<file path="src/rtl/nav_mission_sequencer.sv">
// Table-driven mission sequencer that steps the Navigation block through a programmable step table.
// Optional feature macro NAV_SEQ_SINGLE_STEP_EN adds STEP_GO, which holds COMP until a STEP_GO rising edge.
module nav_mission_sequencer #(
  parameter int          STEPS          = 8,
  parameter int unsigned TIMEOUT_CYCLES = 500000000,
  localparam int         SW_I           = $clog2(STEPS)
) (
  input  logic            CLK,
  input  logic            RST_N,
  input  logic            START,
  input  logic            ABORT,
  input  logic            NEXT_FLAG,
  input  logic [7:0]      DISTANCE_SIDE_FRONT,
  input  logic            WR_EN,
  input  logic [SW_I-1:0] WR_ADDR,
  input  logic [31:0]     WR_DATA,
`ifdef NAV_SEQ_SINGLE_STEP_EN
  input  logic            STEP_GO,
`endif
  output logic [4:0]      COMMAND,
  output logic [7:0]      PATH,
  output logic [7:0]      COMPARE_DISTANCE,
  output logic [1:0]      RUN_FLAG,
  output logic [SW_I-1:0] STEP_IDX,
  output logic            BUSY,
  output logic            DONE,
  output logic            ERROR
);

  typedef enum logic [2:0] {S_IDLE, S_INIT, S_EXEC, S_COMP, S_FINISH, S_ERR} state_t;

  typedef struct packed {
    logic [4:0] command;
    logic [1:0] mode;
    logic [7:0] path;
    logic [7:0] operand;
    logic [3:0] next;
    logic       last;
    logic [3:0] rsvd;
  } entry_t;

  localparam logic [31:0] TO_LAST = 32'(TIMEOUT_CYCLES - 1);

  state_t      state;
  entry_t      table_q [STEPS];
  entry_t      cur;
  logic        start_q, next_q;
  logic        start_rise, next_rise, timeout_hit, comp_adv, table_wr_ok;
  logic [31:0] to_cnt;
  logic [8:0]  diff, sum;
  logic [7:0]  cmp_dist;
  logic        unused_bits;

  assign cur         = table_q[STEP_IDX];
  assign start_rise  = START & ~start_q;
  assign next_rise   = NEXT_FLAG & ~next_q;
  assign timeout_hit = (TIMEOUT_CYCLES != 0) && (to_cnt == TO_LAST);
  assign table_wr_ok = (state == S_IDLE) || (state == S_FINISH) || (state == S_ERR);
  assign unused_bits = ^{cur.next, cur.rsvd};

`ifdef NAV_SEQ_SINGLE_STEP_EN
  logic go_q;
  assign comp_adv = STEP_GO & ~go_q;
`else
  assign comp_adv = 1'b1;
`endif

  // 9-bit intermediates expose the borrow/carry used for saturation.
  assign diff = {1'b0, cur.operand} - {1'b0, DISTANCE_SIDE_FRONT};
  assign sum  = {1'b0, cur.operand} + {1'b0, DISTANCE_SIDE_FRONT};

  // NOTE: every always_comb output gets a value on every path, so no latch is inferred.
  always_comb begin
    cmp_dist = cur.operand;
    case (cur.mode)
      2'b01:   cmp_dist = DISTANCE_SIDE_FRONT;
      2'b10:   cmp_dist = diff[8] ? 8'd0 : diff[7:0];
      2'b11:   cmp_dist = sum[8] ? 8'hFF : sum[7:0];
      default: cmp_dist = cur.operand;
    endcase
  end

  // NOTE: the step table is reset like any other register, so an async reset wipes the mission.
  always_ff @(posedge CLK or negedge RST_N) begin
    if (!RST_N) begin
      for (int i = 0; i < STEPS; i++) table_q[i] <= '0;
    end else if (WR_EN && table_wr_ok) begin
      table_q[WR_ADDR] <= entry_t'(WR_DATA);
    end
  end

  // NOTE: sequential state uses non-blocking assignments only, so every branch sees pre-edge values.
  always_ff @(posedge CLK or negedge RST_N) begin
    if (!RST_N) begin
      state            <= S_IDLE;
      start_q          <= 1'b0;
      next_q           <= 1'b0;
      to_cnt           <= '0;
      COMMAND          <= '0;
      PATH             <= '0;
      COMPARE_DISTANCE <= '0;
      RUN_FLAG         <= 2'b00;
      STEP_IDX         <= '0;
      BUSY             <= 1'b0;
      DONE             <= 1'b0;
      ERROR            <= 1'b0;
`ifdef NAV_SEQ_SINGLE_STEP_EN
      go_q             <= 1'b0;
`endif
    end else begin
      start_q <= START;
      next_q  <= NEXT_FLAG;
`ifdef NAV_SEQ_SINGLE_STEP_EN
      go_q    <= STEP_GO;
`endif
      if (ABORT) begin
        state    <= S_IDLE;
        COMMAND  <= '0;
        RUN_FLAG <= 2'b00;
        STEP_IDX <= '0;
        BUSY     <= 1'b0;
        DONE     <= 1'b0;
        ERROR    <= 1'b0;
      end else begin
        case (state)
          S_IDLE, S_FINISH, S_ERR: begin
            if (start_rise) begin
              state    <= S_INIT;
              COMMAND  <= '0;
              RUN_FLAG <= 2'b00;
              STEP_IDX <= '0;
              BUSY     <= 1'b1;
              DONE     <= 1'b0;
              ERROR    <= 1'b0;
            end
          end
          S_INIT: begin
            COMMAND          <= cur.command;
            PATH             <= cur.path;
            COMPARE_DISTANCE <= cmp_dist;
            to_cnt           <= '0;
            RUN_FLAG         <= 2'b01;
            state            <= S_EXEC;
          end
          S_EXEC: begin
            // Completion outranks a timeout landing on the same cycle.
            if (next_rise) begin
              state    <= S_COMP;
              RUN_FLAG <= 2'b10;
`ifdef NAV_SEQ_SINGLE_STEP_EN
              COMMAND  <= '0;
`endif
            end else if (timeout_hit) begin
              state    <= S_ERR;
              RUN_FLAG <= 2'b11;
              COMMAND  <= '0;
              BUSY     <= 1'b0;
              ERROR    <= 1'b1;
            end else begin
              to_cnt <= to_cnt + 32'd1;
            end
          end
          S_COMP: begin
            if (comp_adv) begin
              if (cur.last) begin
                state   <= S_FINISH;
                COMMAND <= '0;
                BUSY    <= 1'b0;
                DONE    <= 1'b1;
              end else begin
                STEP_IDX <= cur.next[SW_I-1:0];
                RUN_FLAG <= 2'b00;
                state    <= S_INIT;
              end
            end
          end
          default: state <= S_IDLE;
        endcase
      end
    end
  end

endmodule
</file>
<file path="config.mk">
export PLATFORM = sky130hd
export DESIGN_NAME = nav_mission_sequencer
export DESIGN_NICKNAME = d
export VERILOG_FILES = /design/src/rtl/nav_mission_sequencer.sv
export SDC_FILE = /design/constraint.sdc
export NUM_CORES = 1
export LEC_CHECK = 0
export CORE_MARGIN = 4
export CORE_UTILIZATION = 40
export CTS_CLUSTER_DIAMETER = 60
export DETAILED_ROUTE_END_ITERATION = 8
export PLACE_DENSITY_LB_ADDON = 0.05
export SKIP_CTS_REPAIR_TIMING = 1
export SYNTH_ARGS = -nofsm -noshare
export SYNTH_HDL_FRONTEND = slang
export SYNTH_SLANG_ARGS = --single-unit
</file>
<file path="constraint.sdc">
create_clock -name CLK -period 4.1 [get_ports CLK]
set_clock_uncertainty 0.05 [all_clocks]
set_input_delay 1.025 -clock CLK [delete_from_list [all_inputs] [get_ports CLK]]
set_output_delay 1.025 -clock CLK [all_outputs]
set_load 0.03 [all_outputs]
</file>
==> summary.txt <==
initial antenna violation count: 1
R2R Path End: COMPARE_DISTANCE[0]
Syn Nets: 1111
R2R depth: 10
routed wire length: 33300 um
WL met2: 15400 um
fin nets: 1193
Worst slew margin: 0.352
Syn. warnings: 0
Avg WL per Cell: 20.9 um
adder-cell share of the synthesized area: 0.0211
Inserted Clock Buffers: 35
Synth Register Bits: 282
Placement Setup Slack: 0.198 ns
crit path to: COMPARE_DISTANCE[0]
drt via density: 5.44
EDFF count, synth: 0
CTS tree: yes
syn_area_per_cell: 13.2 sq um
r2r startpoint: STEP_IDX[0]
leakage power: 6.74 nW
largest net degree at the start of global routing: 115
vias: 8673
GRT Overall Usage: 0.179
kind of start point of the critical path: flip-flop
Setup TNS: 0 ns
R2R setup slack: 0.23 ns
power density over the cells: 686 nW/um^2
Area growth syn-to-layout: 18.6%
Max Cap Viol: 0
H-tree depth: 2
Critical Path RT: 4.44 ns
Detail Placement HPWL: 20600 um
maximum clock frequency: 258 MHz
Synth Flop Type: dfrtp_1
DP Area: 15100 sq um
Seq/Total Area, Yosys: 0.513
GRT Residual Overflow: 0
mux share of post-synthesis cell area: 0.289
Routability Congestion: 0.827
first-pass GRT wire length: 54100 um
critical path class: flip-flop to flip-flop
worst slew pin tran: 0.972 ns
Max clock buf depth: 3
row count: 67
layout cells sized above 1: 0.340
final worst path period need: 3.87 ns
initial DRC count: 456
final-report max-slew violation count: 0
post-synth cell types: 66
drt pass-1 iters: 4
Starting Density: 0.408
CP Capture Type: flip-flop
combinational family with the most area after synthesis: multiplexers
post-synthesis simple-gate area fraction: 0.0824
overall power: 11.2 mW
share of synthesized flip-flops with an asynchronous set or reset: 1.00
number of port buffers: 72
min-delay worst type: flip-flop to flip-flop
DRC: 0
post-synthesis compound-gate area fraction: 0.0521
Final Hold Viols: 0
status: completed
io pins: 78
Die Wd: 193 um
final instance area: 16300 sq um
RSZ-0062 raised after global routing: no
clk slew on worst S/H paths: 0.06 ns
final setup margin: 0.230 ns
number of global-route vias before repair: 9095
core area: 33700 sq um
cells after synthesis: 1040
Clk Latency, worst-skew pair: 0.51 ns
max layer used: met4
Die Ht: 193 um
critical path launch point: STEP_IDX[0]
crit-path max FO: 17
CTS sink count: 282
Peak VDD IR: 0.330 mV
crit path DAT: 4.21 ns
M1 wire length: 16100 um
Antenna Nets Post-Route: 0
crit share post-route: 0.944
Final setup viols: 0
Root Buffer: clkbuf_16
die area: 37400 sq um
Met3 Wirelength: 1240 um
Mapped Area: 13800 sq um
xor/xnor cell area share of the yosys netlist: 0.0191
kinds of logic after synthesis:
| group | count (synthesis) |
|---|---|
| compound gates | 107 |
| xor+xnor | 30 |
| fa+ha+maj | 22 |
| buf+inv | 81 |
| flops | 282 |
| mux | 300 |
| simple gates | 218 |
final cells by class:
type                            instances  area [sq um]
Clock inverter                         11           151
Tap cell                              448           561
Antenna cell                            1          2.50
Sequential cell                       282          7060
Timing Repair Buffer                  106          1030
Multi-Input combinational cell        677          6410
Clock buffer                           50          1020
Fill cell                            3039         17400
Inverter                               20          75.1
cells in the mapped netlist (all sizes together) (5+ instances only):
| master | number | area, sq um |
|---|---|---|
| nand4 | 8 | 50.1 |
| mux4 | 54 | 1220 |
| and3 | 9 | 56.3 |
| nor3 | 9 | 50.1 |
| xnor2 | 26 | 228 |
| nor2b | 6 | 37.5 |
| nand2b | 9 | 56.3 |
| a211oi | 5 | 37.5 |
| or3 | 6 | 42.5 |
| inv | 20 | 75.1 |
| mux2i | 22 | 233 |
| ha | 20 | 250 |
| buf | 24 | 116 |
| nor4b | 5 | 50.0 |
| o2bb2ai | 5 | 43.8 |
| nand2 | 54 | 203 |
| a21oi | 21 | 105 |
| nor3b | 5 | 37.5 |
| mux2 | 224 | 2520 |
| o21ai | 31 | 155 |
| or2 | 5 | 31.3 |
| clkbuf | 37 | 139 |
| nand3b | 6 | 45.0 |
| dfrtp | 282 | 7060 |
| nor4 | 14 | 87.6 |
| nor2 | 52 | 195 |
| nand3 | 17 | 85.1 |
through the flow:
stage	std cells	hold WS (ns)	utilization
floorplan	1040	0.418	-
CTS	1594	0.440	0.484
detailed placement	1533	0.425	0.449
finish	1595	0.433	0.484
global placement	1533	0.416	0.449
global route	1595	0.450	0.484
metal layers:
layer / vias up / track usage
met3: 36 / 0.0273
met1: 4461 / 0.265
li1: 4015 / -
met5: - / 0
met2: 161 / 0.283
met4: 0 / 0.0383
worst min path at each step:
stage                          from        end  depth (start not counted)
after floorplan           to_cnt[0]  to_cnt[0]                          1
after global placement      PATH[4]    PATH[4]                          2
after detailed placement    PATH[1]    PATH[1]                          2
after CTS                   PATH[4]    PATH[4]                          2
after global routing        PATH[4]    PATH[4]                          2
final                       PATH[4]    PATH[4]                          2
layout by cell type, fill, tap and decap left out, types with 5 or more instances in the layout:
cell type,count
or3_1,5
nand4_1,8
clkbuf_1,7
mux4_2,54
nand3b_1,6
nand2b_1,9
nand2_1,52
inv_1,20
nor4_1,14
nor2_1,51
a21oi_1,21
o21ai_0,31
nand3_1,16
and3_1,9
clkdlybuf4s50_1,71
mux2_2,224
xnor2_1,26
a211oi_1,5
or2_2,5
mux2i_1,21
nor3_1,8
ha_1,20
clkbuf_8,7
o2bb2ai_1,5
dfrtp_1,279
buf_4,30
nor2b_1,6
clkbuf_16,36
where the power goes:
group	internal, mW	total [mW]	leakage (nW)	switching (mW)
clock network	1.93	3.12	0.576	1.19
registers	3.96	4.54	3.49	0.583
logic	1.93	3.53	2.68	1.60
flip-flops by register name, summed over array words and instances, names as in the netlist:
register	count
COMMAND	5
ERROR	1
STEP_IDX	3
table_q	216
start_q	1
to_cnt	32
COMPARE_DISTANCE	8
state	3
next_q	1
BUSY	1
DONE	1
PATH	8
RUN_FLAG	2
worst max-delay path: stages (launching register included):
cell	delay, ns
dfrtp_4	0.65
mux4_2	0.56
mux2i_1	0.35
inv_1	0.17
fa_1	0.45
nor2b_1	0.17
o311a_1	0.33
or3_1	0.44
nand2_1	0.19
o22ai_1	0.10
a221o_1	0.29
No activity file was read; power rests on OpenSTA's default activity.
